$ cat src/rtl/cla_pipe_alu_if.sv
// rtl/cla_pipe_alu_if.sv - request/result handshake bundle for cla_pipe_alu
interface cla_pipe_alu_if #(
  parameter int WIDTH = 32
) ();
  logic             in_valid;
  logic             in_ready;
  logic [WIDTH-1:0] in_a;
  logic [WIDTH-1:0] in_b;
  logic             in_cin;
  logic [1:0]       in_op;
  logic             out_valid;
  logic             out_ready;
  logic [WIDTH-1:0] out_sum;
  logic             out_cout;
  logic             out_ovf;

  // Operand source / result consumer side.
  modport master (
    output in_valid, in_a, in_b, in_cin, in_op, out_ready,
    input  in_ready, out_valid, out_sum, out_cout, out_ovf
  );

  // Adder side.
  modport slave (
    input  in_valid, in_a, in_b, in_cin, in_op, out_ready,
    output in_ready, out_valid, out_sum, out_cout, out_ovf
  );
endinterface

$ cat src/rtl/cla_pipe_alu.sv
// rtl/cla_pipe_alu.sv - three-stage carry-lookahead add/sub/accumulate unit
module cla_pipe_alu #(
  parameter int WIDTH = 32
) (
  input logic           clk,
  input logic           rst,
  cla_pipe_alu_if.slave bus
);
  localparam int NG = WIDTH / 4;

  typedef enum logic [1:0] {
    OP_ADD = 2'b00,
    OP_SUB = 2'b01,
    OP_ACC = 2'b10,
    OP_CLR = 2'b11
  } op_e;

  logic [WIDTH-1:0] acc;

  // S1: bit-level generate/propagate of the selected operands
  logic             s1_valid;
  logic             s1_wacc;
  logic             s1_cin;
  logic [WIDTH-1:0] s1_g;
  logic [WIDTH-1:0] s1_p;

  // S2: bit G/P kept for the in-group carries, resolved carry into each group
  logic             s2_valid;
  logic             s2_wacc;
  logic [WIDTH-1:0] s2_g;
  logic [WIDTH-1:0] s2_p;
  logic [NG-1:0]    s2_gc;
  logic             s2_top_g;
  logic             s2_top_p;

  // S3: output register
  logic             s3_valid;
  logic [WIDTH-1:0] s3_sum;
  logic             s3_cout;
  logic             s3_ovf;

  logic             adv;
  logic             haz;
  logic             accept;
  logic             is_wacc_op;
  logic [WIDTH-1:0] acc_src;
  logic [WIDTH-1:0] op_x;
  logic [WIDTH-1:0] op_y;
  logic             op_c;
  logic [NG-1:0]    grp_g;
  logic [NG-1:0]    grp_p;
  logic [NG-1:0]    grp_c;
  logic [WIDTH-1:0] bit_c;
  logic [WIDTH-1:0] res_sum;
  logic             res_cout;
  logic             res_ovf;

  // Whole pipe moves as one; a stalled output freezes every stage.
  assign adv        = !s3_valid || bus.out_ready;
  assign is_wacc_op = (op_e'(bus.in_op) == OP_ACC) || (op_e'(bus.in_op) == OP_CLR);
  // Only an acc writer still in S1 blocks an ACC; one in S2 is forwarded below.
  assign haz        = (op_e'(bus.in_op) == OP_ACC) && s1_valid && s1_wacc;
  assign bus.in_ready = !rst && adv && !haz;
  assign accept     = bus.in_valid && bus.in_ready;

  assign bus.out_valid = s3_valid;
  assign bus.out_sum   = s3_sum;
  assign bus.out_cout  = s3_cout;
  assign bus.out_ovf   = s3_ovf;

  // Operand mux; an ACC/CLR in S2 writes acc on the same edge a new ACC enters S1.
  always_comb begin
    acc_src = (s2_valid && s2_wacc) ? res_sum : acc;
    op_x    = bus.in_a;
    op_y    = bus.in_b;
    op_c    = bus.in_cin;
    case (op_e'(bus.in_op))
      OP_ADD: ;
      OP_SUB: begin
        op_y = ~bus.in_b;
        op_c = 1'b1;
      end
      OP_ACC: begin
        op_x = acc_src;
        op_y = bus.in_a;
      end
      OP_CLR: begin
        op_y = '0;
        op_c = 1'b0;
      end
      default: ;
    endcase
  end

  // Group G/P from S1 bits, then sum-of-products lookahead for every group carry.
  always_comb begin
    logic lk_c;
    logic lk_p;
    grp_g = '0;
    grp_p = '0;
    grp_c = '0;
    lk_c  = 1'b0;
    lk_p  = 1'b1;
    for (int k = 0; k < NG; k++) begin
      grp_g[k] = s1_g[4*k+3]
               | (s1_p[4*k+3] & s1_g[4*k+2])
               | (s1_p[4*k+3] & s1_p[4*k+2] & s1_g[4*k+1])
               | ((&s1_p[4*k+3 -: 3]) & s1_g[4*k]);
      grp_p[k] = &s1_p[4*k +: 4];
    end
    for (int k = 0; k < NG; k++) begin
      lk_c = 1'b0;
      lk_p = 1'b1;
      for (int j = k - 1; j >= 0; j--) begin
        lk_c = lk_c | (grp_g[j] & lk_p);
        lk_p = lk_p & grp_p[j];
      end
      grp_c[k] = lk_c | (lk_p & s1_cin);
    end
  end

  // In-group lookahead from each group's resolved carry-in; flags from the top group.
  always_comb begin
    logic cc;
    logic pp;
    bit_c = '0;
    cc    = 1'b0;
    pp    = 1'b1;
    for (int k = 0; k < NG; k++) begin
      for (int i = 0; i < 4; i++) begin
        cc = 1'b0;
        pp = 1'b1;
        for (int j = i - 1; j >= 0; j--) begin
          cc = cc | (s2_g[4*k+j] & pp);
          pp = pp & s2_p[4*k+j];
        end
        bit_c[4*k+i] = cc | (pp & s2_gc[k]);
      end
    end
    res_sum  = s2_p ^ bit_c;
    res_cout = s2_top_g | (s2_top_p & s2_gc[NG-1]);
    res_ovf  = bit_c[WIDTH-1] ^ res_cout;
  end

  // Valid bits, output register and accumulator; acc updates as its op enters S3.
  always_ff @(posedge clk) begin
    if (rst) begin
      s1_valid <= 1'b0;
      s2_valid <= 1'b0;
      s3_valid <= 1'b0;
      acc      <= '0;
      s3_sum   <= '0;
      s3_cout  <= 1'b0;
      s3_ovf   <= 1'b0;
    end else if (adv) begin
      s1_valid <= accept;
      s2_valid <= s1_valid;
      s3_valid <= s2_valid;
      if (s2_valid) begin
        s3_sum  <= res_sum;
        s3_cout <= res_cout;
        s3_ovf  <= res_ovf;
        if (s2_wacc) begin
          acc <= res_sum;
        end
      end
    end
  end

  // Stage payloads; meaningful only where the matching valid bit is set.
  always_ff @(posedge clk) begin
    if (adv) begin
      s1_wacc  <= is_wacc_op;
      s1_cin   <= op_c;
      s1_g     <= op_x & op_y;
      s1_p     <= op_x ^ op_y;
      s2_wacc  <= s1_wacc;
      s2_g     <= s1_g;
      s2_p     <= s1_p;
      s2_gc    <= grp_c;
      s2_top_g <= grp_g[NG-1];
      s2_top_p <= grp_p[NG-1];
    end
  end
endmodule
$ cat src/flat_wrapper.sv
// flat-port wrapper written by rule: the top's interface ports become plain ports
module cla_pipe_alu_flat 
#(
  parameter int WIDTH = 32
)
  (clk, rst, bus_in_valid, bus_in_a, bus_in_b, bus_in_cin, bus_in_op, bus_out_ready, bus_in_ready, bus_out_valid, bus_out_sum, bus_out_cout, bus_out_ovf);
  cla_pipe_alu_if #(.WIDTH(WIDTH)) bus_i ();
  input logic clk;
  input logic rst;
  input wire logic [$bits(bus_i.in_valid)-1:0] bus_in_valid;
  input wire logic [$bits(bus_i.in_a)-1:0] bus_in_a;
  input wire logic [$bits(bus_i.in_b)-1:0] bus_in_b;
  input wire logic [$bits(bus_i.in_cin)-1:0] bus_in_cin;
  input wire logic [$bits(bus_i.in_op)-1:0] bus_in_op;
  input wire logic [$bits(bus_i.out_ready)-1:0] bus_out_ready;
  output wire logic [$bits(bus_i.in_ready)-1:0] bus_in_ready;
  output wire logic [$bits(bus_i.out_valid)-1:0] bus_out_valid;
  output wire logic [$bits(bus_i.out_sum)-1:0] bus_out_sum;
  output wire logic [$bits(bus_i.out_cout)-1:0] bus_out_cout;
  output wire logic [$bits(bus_i.out_ovf)-1:0] bus_out_ovf;
  assign bus_i.in_valid = bus_in_valid;
  assign bus_i.in_a = bus_in_a;
  assign bus_i.in_b = bus_in_b;
  assign bus_i.in_cin = bus_in_cin;
  assign bus_i.in_op = bus_in_op;
  assign bus_i.out_ready = bus_out_ready;
  assign bus_in_ready = bus_i.in_ready;
  assign bus_out_valid = bus_i.out_valid;
  assign bus_out_sum = bus_i.out_sum;
  assign bus_out_cout = bus_i.out_cout;
  assign bus_out_ovf = bus_i.out_ovf;
  cla_pipe_alu #(.WIDTH(WIDTH)) u_core (.clk(clk), .rst(rst), .bus(bus_i));
endmodule
$ cat config.mk
export PLATFORM = sky130hd
export DESIGN_NAME = cla_pipe_alu_flat
export DESIGN_NICKNAME = d
export VERILOG_FILES = /design/src/rtl/cla_pipe_alu_if.sv /design/src/rtl/cla_pipe_alu.sv /design/src/flat_wrapper.sv
export SDC_FILE = /design/constraint.sdc
export NUM_CORES = 1
export LEC_CHECK = 0
export BUFFER_PORTS_ARGS = -buffer_cell sky130_fd_sc_hd__buf_2
export CAP_MARGIN = 0
export CELL_PAD_IN_SITES_DETAIL_PLACEMENT = 1
export CELL_PAD_IN_SITES_GLOBAL_PLACEMENT = 2
export CORE_ASPECT_RATIO = 1.1
export CORE_MARGIN = 5
export CORE_UTILIZATION = 36
export CTS_BUF_LIST = sky130_fd_sc_hd__clkbuf_8
export DETAILED_ROUTE_END_ITERATION = 16
export GPL_ROUTABILITY_DRIVEN = 1
export PLACE_DENSITY_LB_ADDON = 0.1
export SYNTH_ARGS = -nofsm -noshare
export SYNTH_HDL_FRONTEND = slang
export SYNTH_SLANG_ARGS = --single-unit
$ cat constraint.sdc
create_clock -name clk -period 2.95 [get_ports clk]
set_clock_uncertainty 0.05 [all_clocks]
set_input_delay 0.1475 -clock clk [delete_from_list [all_inputs] [get_ports clk]]
set_output_delay 0.1475 -clock clk [all_outputs]
set_load 0.005 [all_outputs]
==> results of run 1 <==
## layout by cell type, fill, tap and decap left out, types with 7 or more instances in the layout
cell type	instances
ha_1	40
a21oi_1	73
mux2i_1	33
o21ai_0	27
dlygate4sd3_1	13
buf_2	106
clkinv_1	7
buf_4	13
inv_1	14
a22o_1	8
nand2_1	183
a21o_1	20
nor2_1	15
xor2_1	8
edfxtp_1	133
xnor2_1	49
clkbuf_8	41
o21ai_1	43
dfxtp_1	69
## cells in the mapped netlist (all sizes together)
cell     count
a22oi        1
nand2      185
mux2i       33
o21bai       3
nor2        18
a221o        1
xnor2       49
and4         1
nand4        5
a22o         8
clkbuf      18
o21ai       70
nand2b       2
a211oi       5
a21o        21
o31ai        1
edfxtp     133
inv          5
nor4b        1
ha          40
or3          1
dfxtp       69
o211a        1
and3         2
nor2b        3
o21a         1
and2         1
a21oi       74
a311oi       1
buf         23
o2111ai      1
xor2         8
## report_power, final
group,internal (mW),switching [mW]
Sequential,3.33,0.161
Combinational,0.342,0.483
Clock,1.27,1.12
## layer usage
metal,part of all wire (%),GRT usage [%],wire length [um]
met3,3.8,3.18,892
met5,0,0,0
met2,50,29.5,11700
met1,45,21.1,10400
met4,1.3,3.73,309
## sequential cells by signal, indices dropped and copies added (netlist names), 8 cells and up
name / count
u_core.s1_g: 32
u_core.s2_gc: 8
u_core.s2_g: 24
u_core.bus.out_sum: 32
u_core.s2_p: 32
u_core.s1_p: 32
u_core.acc: 32
## tightest hold or removal path, cell delays in order
cell	delay (ns)
buf_2	0.09
nand2_1	0.05
o21ai_0	0.07
ha_1	0.12
## worst max-delay path by stage
stage / from / endpoint / slack, ns
CTS: u_core.s1_p[6]$_DFFE_PN_ / u_core.s2_gc[7]$_DFFE_PN_ / 0.80
global placement: u_core.s1_p[6]$_DFFE_PN_ / u_core.s2_gc[7]$_DFFE_PN_ / 0.83
global route: u_core.s1_p[6]$_DFFE_PN_ / u_core.s2_gc[7]$_DFFE_PN_ / 0.69
floorplan: u_core.bus.out_valid$_SDFFE_PP0N_ / u_core.acc[23]$_SDFFE_PP0P_ / 0.02
finish: u_core.s1_p[6]$_DFFE_PN_ / u_core.s2_gc[7]$_DFFE_PN_ / 0.81
detailed placement: u_core.s1_p[6]$_DFFE_PN_ / u_core.s2_gc[7]$_DFFE_PN_ / 0.81
## logic make-up after synthesis
logic type | count (synthesis) | synth area share (%)
fa+ha+maj | 40 | 5.63
flops | 202 | 60.5
mux | 33 | 3.72
buf+inv | 46 | 2.34
simple gates | 219 | 10.1
xor+xnor | 57 | 5.62
compound gates | 188 | 12.1
## area by class of cell
| type | instances | share of cell area (%) |
|---|---|---|
| clock buffer | 41 | 5.37 |
| multi-input combinational | 537 | 31.5 |
| sequential | 202 | 51.2 |
| tap | 310 | 3.69 |
| clock inverter | 22 | 0.845 |
| timing repair buffer | 132 | 7.22 |
| inverter | 5 | 0.202 |
## through the flow
stage | util, % | setup WS [ns] | total power, mW | cell area (um2)
after floorplan | - | 0.0229 | 4.03 | 8890
after detailed placement | 39.9 | 0.810 | 4.38 | 9720
after CTS | 43.1 | 0.803 | 6.81 | 10500
final | 43.1 | 0.806 | 6.70 | 10500
after global routing | 43.1 | 0.695 | 7.06 | 10500
after global placement | 39.9 | 0.829 | 4.33 | 9720
## what timing repair did
| item | in CTS | in global routing |
|---|---|---|
| setup buffers | 0 | 0 |
| hold buffers | 13 | 0 |
| endpoints found under the hold margin | 15 | 0 |
==> out/results.ini, run 1 <==
[run_status]
outcome=completed

[timing]
rsz0062_at_grt=false
final-max-slew-violation-count=0
relSlewSlack_pct=38.8
period_share_pct=72.7
worst_pin_slew_ns=0.918
fin_hold_ws_ns=0.0310
hold_violations=0
setup_tns_ns=0
fin_crit_ns=2.14
max_clock_freq_ghz=0.466
setup_violations=0

[final_layout]
antenna_cells=0
nets=1025
fin_cells=1249
fillers=2721
multi_input_area_um2=3310
syn2layout_area_growth_pct=18.2
regArea_um2=5380
drive_gt1_share_pct=19.0

[critical_path]
r2r-start=u_core.s1_p[6]$_DFFE_PN_
r2r_cells=6
cp_cell_sequence=a21o_1 -> a221o_1 -> a211oi_2 -> o21ai_1 -> nor2_2 -> o21ai_1
reg2reg_to=u_core.s2_gc[7]$_DFFE_PN_
cp_num_cells=6
arrival_ns=2.32
end_kind=flip-flop
crit_fanout=4
reg2reg_slack_ns=0.81
crit_top_cell=o21ai_1
slowest_stage=a221o_1
path_class=flip-flop to flip-flop
path_buf_inv=0
start_kind=flip-flop
slowest_delay_ns=0.43
cp_data_required_time_ns=3.13
critPathTopFamily=compound AO/OA/AOI/OAI gates

[synthesis]
synth_nets=896
yosys_warnings=0
yosysTopAreaCell=edfxtp_1
seq_area_frac_synth_pct=60.5
synthesis.area_um2=8890
synthCells=785
synth.area.top_cells=edfxtp_1, dfxtp_1, nand2_1
ys_seq_elements=202
netlist-cell-type-count=42
synth_top_area_share_pct=44.9
syn_area_per_cell_um2=11.3

[grt]
grt_pass1_wl_um=37000
antenna_found_initial=0
grt_pass1_vias=6854
grt_overflow=0
grt_max_degree=75
grt.total_usage_pct=16.6

[clocking]
ctsResizeCount=0
cts_made_buffers=36
cts.sinks=202
cts_tree=built
clockBufferDepth=3
cts_root_buffer=clkbuf_8
cts-htree-levels=2
clk_pin_slew_ns=0.06
worstSkewPairLatency_ns=0.51

[power]
power.density_nw_per_um2=638
p_leak_nw=4.54
ir_drop_uv=237

[hold_path]
hold_end=u_core.s1_p[30]$_DFFE_PN_
worstHoldStart=bus_in_a[30]
hold_class=input port to flip-flop
whs_path_depth=4

[die]
io_pins=107
die_x_um=160
core_um2=24400
die-area_um2=27900
die_h_um=175
rows=60
start_util_pct=36.4

[routing]
ant_nets=0
detail_route.wl_per_cell_um=18.7
totalWireLength_um=23300
drt_pre_antenna_iters=4
drt_iter0_markers=189
vias=6280
drcViolationCount=0
routed_via_density=5.03

[placement]
place_congestion=0.773
place_hpwl_um=15900
portBuffers=106
place_inst=1173

[run]
maxCapViolCount=0

No activity file was read; power rests on OpenSTA's default activity.
==> inputs of run 2 (changes only) <==
Clock period 2.95 ns to 1.75 ns, I/O delays scaled along.
==> out/results.ini, run 2 (synthesis results as in run 1) <==
[routing]
routed_via_density=4.92
drcViolationCount=0
detail_route.wl_per_cell_um=18.3
drt_iter0_markers=239
vias=6800
drt_pre_antenna_iters=4
totalWireLength_um=25300
ant_nets=0

[die]
die_h_um=175
die-area_um2=27900
die_x_um=160
io_pins=107
rows=60
core_um2=24400
start_util_pct=36.4

[grt]
grt_pass1_vias=7310
grt_overflow=0
antenna_found_initial=0
grt_max_degree=83
grt.total_usage_pct=17.5
grt_pass1_wl_um=39100

[final_layout]
syn2layout_area_growth_pct=37.5
final_cell_mix=nand2_1, edfxtp_1, buf_2
antenna_cells=0
fin_util_pct=50.1
final_common_cell=nand2_1
nets=1156
fin_cells=1382
drive_gt1_share_pct=33.0

[critical_path]
path_class=flip-flop to flip-flop
end_kind=flip-flop
cp_data_required_time_ns=1.97
start_kind=flip-flop
crit_fanout=2
cp-startpoint=u_core.s2_gc[7]$_DFFE_PN_
arrival_ns=2.18
r2r-start=u_core.s2_gc[7]$_DFFE_PN_

[clocking]
cts.sinks=202
cts-htree-levels=2
clk_pin_slew_ns=0.06
clockBufferDepth=3
cts_root_buffer=clkbuf_8
worstSkewPairLatency_ns=0.52
cts_tree=built
cts_made_buffers=36

[run]
maxCapViolCount=0

[timing]
worst_pin_slew_ns=0.480
final-max-slew-violation-count=0
period_share_pct=112
hold_violations=0
worst_slack_ns=-0.205
setup_violations=37
fin_crit_ns=1.95
rsz0062_at_grt=true
fin_hold_ws_ns=0.0339
max_clock_freq_ghz=0.512
relSlewSlack_pct=68.0

[power]
ir_drop_uv=520
power.total_mw=12.5
power.density_nw_per_um2=1020
p_leak_nw=5.30

[placement]
portBuffers=106
place_inst=1241
place_hpwl_um=17100
place_congestion=0.786
preCtsSetupSlack_ns=-0.243

[hold_path]
hold_class=input port to flip-flop
worstHoldStart=bus_in_b[12]

[run_status]
violations=negative setup slack
outcome=finished, violations left

## run 2: timing repair
action | in CTS | in global routing
endpoints found under the setup margin | 45 | 70
pin swaps | 30 | 50
setup buffers | 18 | 24
cloned | 1 | 0
hold buffers | 39 | 0
hold endpoints to repair | 82 | 0
resized for setup | 40 | 76
## run 2: worst max-delay path: stages, from the launching register on
cell	delay [ns]
edfxtp_1	0.43
a21o_1	0.20
a21o_1	0.19
a21oi_2	0.20
xnor2_2	0.15
mux2i_1	0.10
o21ai_1	0.14
ha_1	0.25
## run 2: through the flow
step	setup TNS, ns	cell area, um2
2_1_floorplan	-0.0601	8930
3_3_place_gp	-2.01	10300
3_5_place_dp	-2.94	10300
4_1_cts	-2.71	11800
5_1_grt	-7.85	12200
6_report	-3.74	12200
## run 2: metal layers
| layer | up-vias | GRT usage, % | part of all wire [%] |
|---|---|---|---|
| li1 | 3296 | - | - |
| met1 | 3323 | 22.3 | 43 |
| met2 | 145 | 30.5 | 50 |
| met3 | 36 | 3.33 | 4.5 |
| met4 | 0 | 4.84 | 2.0 |
| met5 | - | 0 | 0 |
## run 2: final timing paths
path,slack [ns],to,cells after the start
worst max register to register,-0.20,u_core.s1_p[31]$_DFFE_PN_,7
worst min-delay path,0.03,u_core.s1_p[12]$_DFFE_PN_,4
worst max-delay path,-0.20,u_core.s1_p[31]$_DFFE_PN_,7
worst min register to register,0.39,u_core.s2_g[2]$_DFFE_PN_,0
## run 2: final cells by class
type	instances	area, um2
Fill cell	2618	12200
Sequential cell	202	5380
Multi-Input combinational cell	537	3800
Timing Repair Buffer	263	1980
Clock buffer	39	537
Tap cell	310	388
Clock inverter	26	111
Inverter	5	35.0
## run 2: where the power goes
group / switching (mW) / internal (mW)
clock: 1.94 / 2.05
combinational: 1.09 / 1.42
sequential: 0.321 / 5.62
total: 3.36 / 9.10
